<file path="src/rtl/fetch_stage_pkg.sv">
// Shared definitions for the instruction-fetch stage: widths, reset vector,
// immediate-flag position, FSM encoding and the bubble constant.
package fetch_stage_pkg;

    localparam int unsigned DEF_ADDR_W  = 32;
    localparam int unsigned DEF_INSTR_W = 16;
    localparam int unsigned DEF_IMM_BIT = 0;
    localparam logic [31:0] DEF_RST_VEC = 32'h0000_0000;

    // An empty IF/ID slot carries an all-zero instruction word
    localparam logic [DEF_INSTR_W-1:0] BUBBLE_INSTR = '0;

    typedef enum logic [1:0] {
        ST_RST_HI    = 2'd0,
        ST_RST_LO    = 2'd1,
        ST_FETCH     = 2'd2,
        ST_FETCH_IMM = 2'd3
    } fetch_state_t;

endpackage

</file>
<file path="src/rtl/fetch_stage_if.sv">
// Fetch-stage bus: pipeline control in, instruction-memory port, IF/ID outputs.
// master = fetch stage, slave = surrounding pipeline / memory.
interface fetch_stage_if #(
    parameter int unsigned ADDR_W  = 32,
    parameter int unsigned INSTR_W = 16
);
    logic               stall;
    logic               flush;
    logic [ADDR_W-1:0]  branch_target;
    logic [ADDR_W-1:0]  imem_addr;
    logic [INSTR_W-1:0] imem_data;
    logic [ADDR_W-1:0]  pc;
    logic [INSTR_W-1:0] if_id_instr;
    logic [INSTR_W-1:0] if_id_imm;
    logic [ADDR_W-1:0]  if_id_pc_next;
    logic               if_id_valid;

    modport master (
        input  stall, flush, branch_target, imem_data,
        output imem_addr, pc, if_id_instr, if_id_imm, if_id_pc_next, if_id_valid
    );

    modport slave (
        output stall, flush, branch_target, imem_data,
        input  imem_addr, pc, if_id_instr, if_id_imm, if_id_pc_next, if_id_valid
    );
endinterface

</file>
<file path="src/rtl/fetch_stage_if_id_reg.sv">
// IF/ID pipeline register. bubble wins over load; with neither it holds.
module if_id_reg #(
    parameter int unsigned ADDR_W  = 32,
    parameter int unsigned INSTR_W = 16
) (
    input  logic               clk,
    input  logic               rst,
    input  logic               load,
    input  logic               bubble,
    input  logic [INSTR_W-1:0] instr_in,
    input  logic [INSTR_W-1:0] imm_in,
    input  logic [ADDR_W-1:0]  pc_next_in,
    output logic [INSTR_W-1:0] instr,
    output logic [INSTR_W-1:0] imm,
    output logic [ADDR_W-1:0]  pc_next,
    output logic               valid
);

    // Register the decoded slot, clearing it on bubble or reset
    always_ff @(posedge clk or posedge rst) begin
        if (rst) begin
            instr   <= '0;
            imm     <= '0;
            pc_next <= '0;
            valid   <= 1'b0;
        end else if (bubble) begin
            instr   <= '0;
            imm     <= '0;
            pc_next <= '0;
            valid   <= 1'b0;
        end else if (load) begin
            instr   <= instr_in;
            imm     <= imm_in;
            pc_next <= pc_next_in;
            valid   <= 1'b1;
        end
    end

endmodule

</file>
<file path="src/rtl/fetch_stage.sv">
// Instruction-fetch stage: owns the PC, loads it from the reset vector, and
// assembles one- or two-word instructions into the IF/ID register.
//
//   state        | meaning
//   -------------+-----------------------------------------------------
//   ST_RST_HI    | read reset-vector high word into pc[31:16]
//   ST_RST_LO    | read reset-vector low word into pc[15:0]
//   ST_FETCH     | fetch first word of an instruction at pc
//   ST_FETCH_IMM | fetch immediate word at pc for the held instruction
module fetch_stage
    import fetch_stage_pkg::*;
#(
    parameter int unsigned       ADDR_W  = DEF_ADDR_W,
    parameter int unsigned       INSTR_W = DEF_INSTR_W,
    parameter int unsigned       IMM_BIT = DEF_IMM_BIT,
    parameter logic [ADDR_W-1:0] RST_VEC = DEF_RST_VEC
) (
    input logic          clk,
    input logic          rst,
    fetch_stage_if.master bus
);

    // The reset vector is split into exactly two memory words
    localparam int unsigned HI_LSB = ADDR_W - INSTR_W;

    fetch_state_t       state_q, state_d;
    logic [ADDR_W-1:0]  pc_q, pc_d;
    logic [INSTR_W-1:0] hold_q, hold_d;
    logic [ADDR_W-1:0]  pc_inc;
    logic               ld, bub;
    logic [INSTR_W-1:0] instr_d, imm_d;

    assign pc_inc = pc_q + ADDR_W'(1);
    assign bus.pc = pc_q;

    // State, PC and held first word
    always_ff @(posedge clk or posedge rst) begin
        if (rst) begin
            state_q <= ST_RST_HI;
            pc_q    <= '0;
            hold_q  <= '0;
        end else begin
            state_q <= state_d;
            pc_q    <= pc_d;
            hold_q  <= hold_d;
        end
    end

    // Next-state, memory address and IF/ID controls; flush beats stall
    always_comb begin
        state_d       = state_q;
        pc_d          = pc_q;
        hold_d        = hold_q;
        ld            = 1'b0;
        bub           = 1'b0;
        instr_d       = bus.imem_data;
        imm_d         = '0;
        bus.imem_addr = pc_q;
        case (state_q)
            ST_RST_HI: begin
                bus.imem_addr              = RST_VEC;
                pc_d[ADDR_W-1:HI_LSB]      = bus.imem_data;
                state_d                    = ST_RST_LO;
            end
            ST_RST_LO: begin
                bus.imem_addr              = RST_VEC + ADDR_W'(1);
                pc_d[INSTR_W-1:0]          = bus.imem_data;
                state_d                    = ST_FETCH;
            end
            ST_FETCH: begin
                if (bus.flush) begin
                    pc_d    = bus.branch_target;
                    hold_d  = '0;
                    bub     = 1'b1;
                    state_d = ST_FETCH;
                end else if (!bus.stall) begin
                    pc_d = pc_inc;
                    if (bus.imem_data[IMM_BIT]) begin
                        hold_d  = bus.imem_data;
                        bub     = 1'b1;
                        state_d = ST_FETCH_IMM;
                    end else begin
                        ld = 1'b1;
                    end
                end
            end
            ST_FETCH_IMM: begin
                if (bus.flush) begin
                    pc_d    = bus.branch_target;
                    hold_d  = '0;
                    bub     = 1'b1;
                    state_d = ST_FETCH;
                end else if (!bus.stall) begin
                    ld      = 1'b1;
                    instr_d = hold_q;
                    imm_d   = bus.imem_data;
                    pc_d    = pc_inc;
                    state_d = ST_FETCH;
                end
            end
            default: state_d = ST_RST_HI;
        endcase
    end

    if_id_reg #(
        .ADDR_W  (ADDR_W),
        .INSTR_W (INSTR_W)
    ) u_if_id (
        .clk        (clk),
        .rst        (rst),
        .load       (ld),
        .bubble     (bub),
        .instr_in   (instr_d),
        .imm_in     (imm_d),
        .pc_next_in (pc_inc),
        .instr      (bus.if_id_instr),
        .imm        (bus.if_id_imm),
        .pc_next    (bus.if_id_pc_next),
        .valid      (bus.if_id_valid)
    );

endmodule

</file>
<file path="src/flat_wrapper.sv">
// flat-port wrapper written by rule: the top's interface ports become plain ports
module fetch_stage_flat import fetch_stage_pkg::*;
#(
    parameter int unsigned       ADDR_W  = DEF_ADDR_W,
    parameter int unsigned       INSTR_W = DEF_INSTR_W,
    parameter int unsigned       IMM_BIT = DEF_IMM_BIT,
    parameter logic [ADDR_W-1:0] RST_VEC = DEF_RST_VEC
)
  (clk, rst, bus_stall, bus_flush, bus_branch_target, bus_imem_data, bus_imem_addr, bus_pc, bus_if_id_instr, bus_if_id_imm, bus_if_id_pc_next, bus_if_id_valid);
  fetch_stage_if #(.ADDR_W(ADDR_W), .INSTR_W(INSTR_W)) bus_i ();
  input logic clk;
  input logic rst;
  input wire logic [$bits(bus_i.stall)-1:0] bus_stall;
  input wire logic [$bits(bus_i.flush)-1:0] bus_flush;
  input wire logic [$bits(bus_i.branch_target)-1:0] bus_branch_target;
  input wire logic [$bits(bus_i.imem_data)-1:0] bus_imem_data;
  output wire logic [$bits(bus_i.imem_addr)-1:0] bus_imem_addr;
  output wire logic [$bits(bus_i.pc)-1:0] bus_pc;
  output wire logic [$bits(bus_i.if_id_instr)-1:0] bus_if_id_instr;
  output wire logic [$bits(bus_i.if_id_imm)-1:0] bus_if_id_imm;
  output wire logic [$bits(bus_i.if_id_pc_next)-1:0] bus_if_id_pc_next;
  output wire logic [$bits(bus_i.if_id_valid)-1:0] bus_if_id_valid;
  assign bus_i.stall = bus_stall;
  assign bus_i.flush = bus_flush;
  assign bus_i.branch_target = bus_branch_target;
  assign bus_i.imem_data = bus_imem_data;
  assign bus_imem_addr = bus_i.imem_addr;
  assign bus_pc = bus_i.pc;
  assign bus_if_id_instr = bus_i.if_id_instr;
  assign bus_if_id_imm = bus_i.if_id_imm;
  assign bus_if_id_pc_next = bus_i.if_id_pc_next;
  assign bus_if_id_valid = bus_i.if_id_valid;
  fetch_stage #(.ADDR_W(ADDR_W), .INSTR_W(INSTR_W), .IMM_BIT(IMM_BIT), .RST_VEC(RST_VEC)) u_core (.clk(clk), .rst(rst), .bus(bus_i));
endmodule
</file>
<file path="config.mk">
export PLATFORM = sky130hd
export DESIGN_NAME = fetch_stage_flat
export DESIGN_NICKNAME = d
export VERILOG_FILES = /design/src/rtl/fetch_stage_pkg.sv /design/src/rtl/fetch_stage_if.sv /design/src/rtl/fetch_stage_if_id_reg.sv /design/src/rtl/fetch_stage.sv /design/src/flat_wrapper.sv
export SDC_FILE = /design/constraint.sdc
export NUM_CORES = 1
export LEC_CHECK = 0
export CELL_PAD_IN_SITES_DETAIL_PLACEMENT = 0
export CELL_PAD_IN_SITES_GLOBAL_PLACEMENT = 2
export CORE_ASPECT_RATIO = 1.4
export CORE_MARGIN = 3
export CORE_UTILIZATION = 28
export CTS_CLUSTER_SIZE = 25
export DETAILED_ROUTE_END_ITERATION = 6
export HOLD_SLACK_MARGIN = 0.03
export PLACE_DENSITY = 0.86
export SLEW_MARGIN = 20
export SYNTH_ARGS = -nofsm -noshare
export SYNTH_HDL_FRONTEND = slang
export SYNTH_SLANG_ARGS = --single-unit
</file>
<file path="constraint.sdc">
create_clock -name clk -period 4.5 [get_ports clk]
set_clock_uncertainty 0.2 [all_clocks]
set_input_delay 0.9 -clock clk [delete_from_list [all_inputs] [get_ports clk]]
set_output_delay 0.9 -clock clk [all_outputs]
set_load 0.01 [all_outputs]
</file>
* Word level (Yosys, flattened, before mapping)
Cells that the tools add are included.
** Cells by class
- Add/sub/neg operators :: 1
- Equal/unequal tests :: 8
- Reductions and logical operators :: 10
- Multiplexer cells :: 41
** Operators with widths (count)
- 16-bit 2-to-1 mux :: 14
- 32-bit 2-to-1 mux :: 4
- 16-bit one-hot mux with 2 select lines :: 3
- 32-bit one-hot mux with 2 select lines :: 1
- 32-bit by 1-bit adder with 32-bit output, second input constant :: 1
- 1-bit 2-to-1 mux :: 11
- 2-bit 2-to-1 mux :: 5
- 3-bit inequality test, second input constant :: 3
- 2-bit one-hot mux with 4 select lines :: 1
- 2-bit nonzero test :: 4
- 2-bit == test, second input constant :: 2
- 1-bit one-hot mux with 2 select lines :: 2
- 2-bit AND reduction :: 2
- 4-bit AND reduction :: 1
- 3-bit by 2-bit inequality test with 1-bit output, second input constant :: 1
- 3-bit AND reduction :: 1
- 2-bit by 1-bit == test with 1-bit output, second input constant :: 1
- 2-bit zero test :: 1
- 2-bit inequality test, second input constant :: 1
- 2-bit OR reduction :: 1
** Storage, ports and cells
- Flip-flop bits (word level) :: 115
- Word-level logic and storage cells :: 68
- Output and inout bits :: 129

* Depth between registers and ports, before layout
- Depth in word-level cells :: 6
- Mapped depth :: 7
- Depth with buffers taken out :: 6

* By module
From an unflattened synthesis, not the netlist that was laid out.
** Second synthesis, totals
- Cell total of the unflattened synthesis :: 685
- Area total of the unflattened synthesis :: 6515.0 µm²
** Modules (own cells, without submodules)
- fetch_stage :: instances 1, cells an instance 475, area each 3875.0 µm², seq. area each 1251.2 µm²
- if_id_reg :: instances 1, cells an instance 210, area each 2640.0 µm², seq. area each 1626.6 µm²

* Worst setup path before layout
No wires, ideal clock.
- Kind :: input to register
- Start :: in bus_flush
- End :: reg u_core.pc_q[26] (netlist: u_core.bus.pc[26])
- Cell stages on the path :: 7
- Data arrival time :: 2.085 ns
- Path slack :: 2.086 ns
- Required time :: 4.170 ns
- Path buffers :: 3
- Setup time :: 0.130 ns
- Cells stage by stage :: clkbuf_1 -> nand2b_1 -> clkbuf_1 -> buf_2 -> nor2_1 -> a221oi_1 -> o2bb2ai_1
** On the way
- Cells in the longest elaborated chain, start to end :: 2
** RTL lines
- start: declaration :: line flat_wrapper.sv:14 : input wire logic [$bits(bus_i.flush)-1:0] bus_flush;
- 32-bit 2-to-1 mux or 3-bit by 2-bit inequality test with 1-bit output (tied branches)
- 16-bit one-hot mux with 2 select lines or 2-bit AND reduction (tied branches)
- end signal: assignment :: line fetch_stage.sv:44 : pc_q <= pc_d;
- end: declaration :: line fetch_stage.sv:27 : logic [ADDR_W-1:0] pc_q, pc_d;
Several ways; a longest one is shown, not always the timed one.
A chain may end at the register's enable or synchronous reset.

* Worst setup path in the final report
- Start :: reg u_core.state_q[1]
- End :: out bus_imem_addr[11]
** On the way
- Cells in the longest elaborated chain, start to end :: 2
** RTL lines
- start: declaration :: line fetch_stage.sv:26 : fetch_state_t state_q, state_d;
- start signal: assignment :: line fetch_stage.sv:43 : state_q <= state_d;
- 2-bit by 1-bit == test with 1-bit output or 2-bit zero test (tied branches) :: line fetch_stage.sv:59 : case (state_q)
- 32-bit one-hot mux with 2 select lines * :: line fetch_stage.sv:59
- end: declaration :: line flat_wrapper.sv:17 : output wire logic [$bits(bus_i.imem_addr)-1:0] bus_imem_addr;
Every way passes the cells marked *; elsewhere a longest branch is shown, timed or not.

==> run summary <==
number of DRC markers after the initial detailed-route iteration - 331
GR Layer Usage met2 - 30.1%
number of placement rows - 63
number of routed nets with antenna violations - 0
final-report hold violation count - 0
Setup Total Neg Slack - 0 ps
Global Route Usage Sum - 18.6%
number of buffers added to fix hold violations after cts - 0
number of gates resized after cts - 0
number of distinct library cells after synthesis - 45
Slew Limit Headroom - 46.5%
DRT Wirelength - 21.6 mm
critical path type - reg2out
Max Slew Vio Count - 0
DIE AREA - 23500 sq um
initial antenna violation count - 1
Antenna Diode Count - 0
worst path cell trace - and2_1, clkdlybuf4s50_1
Final Net Count - 893
H-tree Lvls - 4
CP peak stage delay - 890 ps
buffers added on ports - 180
shortest period the worst path allows - 3250 ps
global-route wire length before repair - 33.4 mm
number of global-route vias before repair - 5499
Power Total - 0.00319 W
total area of multi-input combinational cells - 2940 sq um
flip-flop and latch count after synthesis - 115
fraction of the cycle the final worst path needs - 72.2%
sequential-to-total area share from yosys stat - 47.5%
pin count of the biggest net entering global routing - 54
routed len/inst - 19.4 um
critical path capture point type - output port
met3 Resource Use GR - 4.09%
fraction of layout instances using a drive strength above 1 - 7.15%
Bufs and invs on worst path - 1
share of flip-flops with an asynchronous set or reset after synthesis - 100%
WP data required - 3400 ps
detailed-routing iteration count for the pre-antenna-repair pass - 5
most common cell after layout, fill and taps aside - clkdlybuf4s50_1
cts bufs inserted - 17
number of design rule violations left after detail routing - 0
Starting Density - 28.6%
pwr/cell area - 366 nW/um^2
global route overflow - 0
total nets after synthesis - 729
worst r2r src - u_core.state_q[1]$_DFFE_PP0P_
startpoint of the most critical setup path - u_core.state_q[1]$_DFFE_PP0P_
CTS Root Cell - clkbuf_16
width of the chip - 130 um
status - completed
sink count of the clock tree - 115
layout overhead on the synthesized area - 44.0%
post-CTS setup buffers - 0
flip-flop and latch area - 2880 sq um
setup repair after global routing missed its margin - no
max frequency - 308 MHz
count of boundary I/O pins - 181
mean instance size in the synthesized netlist - 8.97 sq um
min-delay src - u_core.u_if_id.pc_next[12]$_DFFE_PP0P_
core area - 21200 sq um
Detail Placement HPWL - 16.1 mm
number of instances in the synthesized netlist - 676
Yosys warning total - 0
most common flop cell mapped by yosys - dfrtp_1
crit-path max FO - 53
count of endpoints failing setup in the final report - 0
commonest non-fill, non-tap cells in the layout - clkdlybuf4s50_1 (180), nand2_1 (115), dfrtp_1 (114), o21ai_0 (95), and2_1 (36)
slowest stage cell on the critical path - dfrtp_2
element type at the critical path start - flop
drt via density - 5.02
Clk Latency, worst-skew pair - 420 ps
number of enable flip-flop cells after synthesis - 0
GR peak layer - met2
static power due to leakage - 3.50 nW
peak ir drop on the vdd network - 0.200 mV
filler instances - 2095
Final Wtd Congestion - 0.891
die boundary height - 180 um
path type of the worst min-delay path - reg2reg
met1 Usage GRT - 23.8%
Arrival @ worst endpoint - 2150 ps
Syn Std Cell Area - 6060 sq um
clock edge transition at the registers on the reported setup and hold paths - 60 ps
clock tree from TritonCTS - yes
worst slack on hold paths - 275 ps
transition at the pin with the smallest max-transition slack - 802 ps
Vias - 5591
worst-case clock buffer depth - 2
Max-Cap Viols - 0
Top Family by Delay on Critical Path - flip-flops
[area by class of cell]
class / instances / share of cell area (%)
Clock buffer: 19 / 5.07
Multi-Input combinational cell: 497 / 33.7
Sequential cell: 115 / 33.0
Tap cell: 260 / 3.73
Inverter: 13 / 0.587
Clock inverter: 13 / 1.83
Timing Repair Buffer: 196 / 22.2
[stage by stage]
step,util [%],setup WS (ps),cell area [sq um],instances
after global routing,41.2,1110,8730,1113
after CTS,41.2,1170,8730,1113
final,41.2,1250,8730,1113
after floorplan,-,356,6060,676
after global placement,38.3,1200,8130,1081
after detailed placement,38.3,1140,8130,1081
[registers in the layout, indices dropped and copies added (netlist names)]
| signal | cells |
|---|---|
| u_core.hold_q | 16 |
| u_core.u_if_id.instr | 16 |
| u_core.u_if_id.pc_next | 32 |
| u_core.u_if_id.valid | 1 |
| u_core.state_q | 2 |
| u_core.bus.pc | 32 |
| u_core.u_if_id.imm | 16 |
[where the power goes]
group / internal [W] / leakage [nW] / switching, W / total [W]
registers: 0.00111 / 1.51 / 0.000113 / 0.00122
logic: 0.000313 / 1.70 / 0.000266 / 0.000579
clock network: 0.000882 / 0.281 / 0.000513 / 0.00139
total: 0.00230 / 3.50 / 0.000892 / 0.00319
[path summary, 6_finish.rpt]
check | slack, ps | cells after the start | endpoint
setup / recovery | 1250 | 2 | bus_imem_addr[11]
hold reg to reg | 280 | 2 | u_core.u_if_id.pc_next[12]$_DFFE_PP0P_
max in group asynchronous | 2450 | 3 | u_core.hold_q[11]$_DFFE_PP0P_
min in group asynchronous | 760 | 2 | u_core.u_if_id.instr[1]$_DFFE_PP0P_
setup reg to reg | 1800 | 6 | u_core.bus.pc[0]$_DFFE_PP0P_
hold / removal | 280 | 2 | u_core.u_if_id.pc_next[12]$_DFFE_PP0P_
[Yosys cell counts, types with 10 or more instances]
cell	instances	area [sq um]
a21oi_1	30	150
a221oi_1	12	105
a22o_1	17	149
and2_1	36	225
buf_2	12	60.1
clkbuf_1	36	135
dfrtp_1	115	2880
inv_1	13	48.8
mux2i_1	15	150
nand2_1	116	435
nand4_1	10	62.6
nor2_1	30	113
nor2b_1	14	87.6
o21ai_0	96	480
o22ai_1	11	68.8
o31a_1	10	87.6
xnor2_1	27	236
[layer usage]
layer	routed length (um)	part of all wire (%)	up-vias
met5	13	0.060	-
met4	630	2.9	2
met3	1280	5.9	40
met2	10700	50	202
met1	8970	42	2650
li1	-	-	2697
[worst reg2reg max path: cells and delay by family, from the launching register on]
kind                   cells  cell delay, ps
and+or+nand+nor            4            1060
DFF                        1             890
AOI/OAI and AO/OA          1             120
buffers and inverters      1             350
[kinds of logic after synthesis]
logic type	count (synthesis)	synth area share (%)
AO/OA/AOI/OAI	195	19.6
XOR/XNOR	30	4.33
adder cells (fa/ha/maj)	1	0.206
buffers and inverters	64	4.27
flip-flops	115	47.5
multiplexers	15	2.48
AND/OR/NAND/NOR	256	21.7
(Power assumes the default switching activity.)
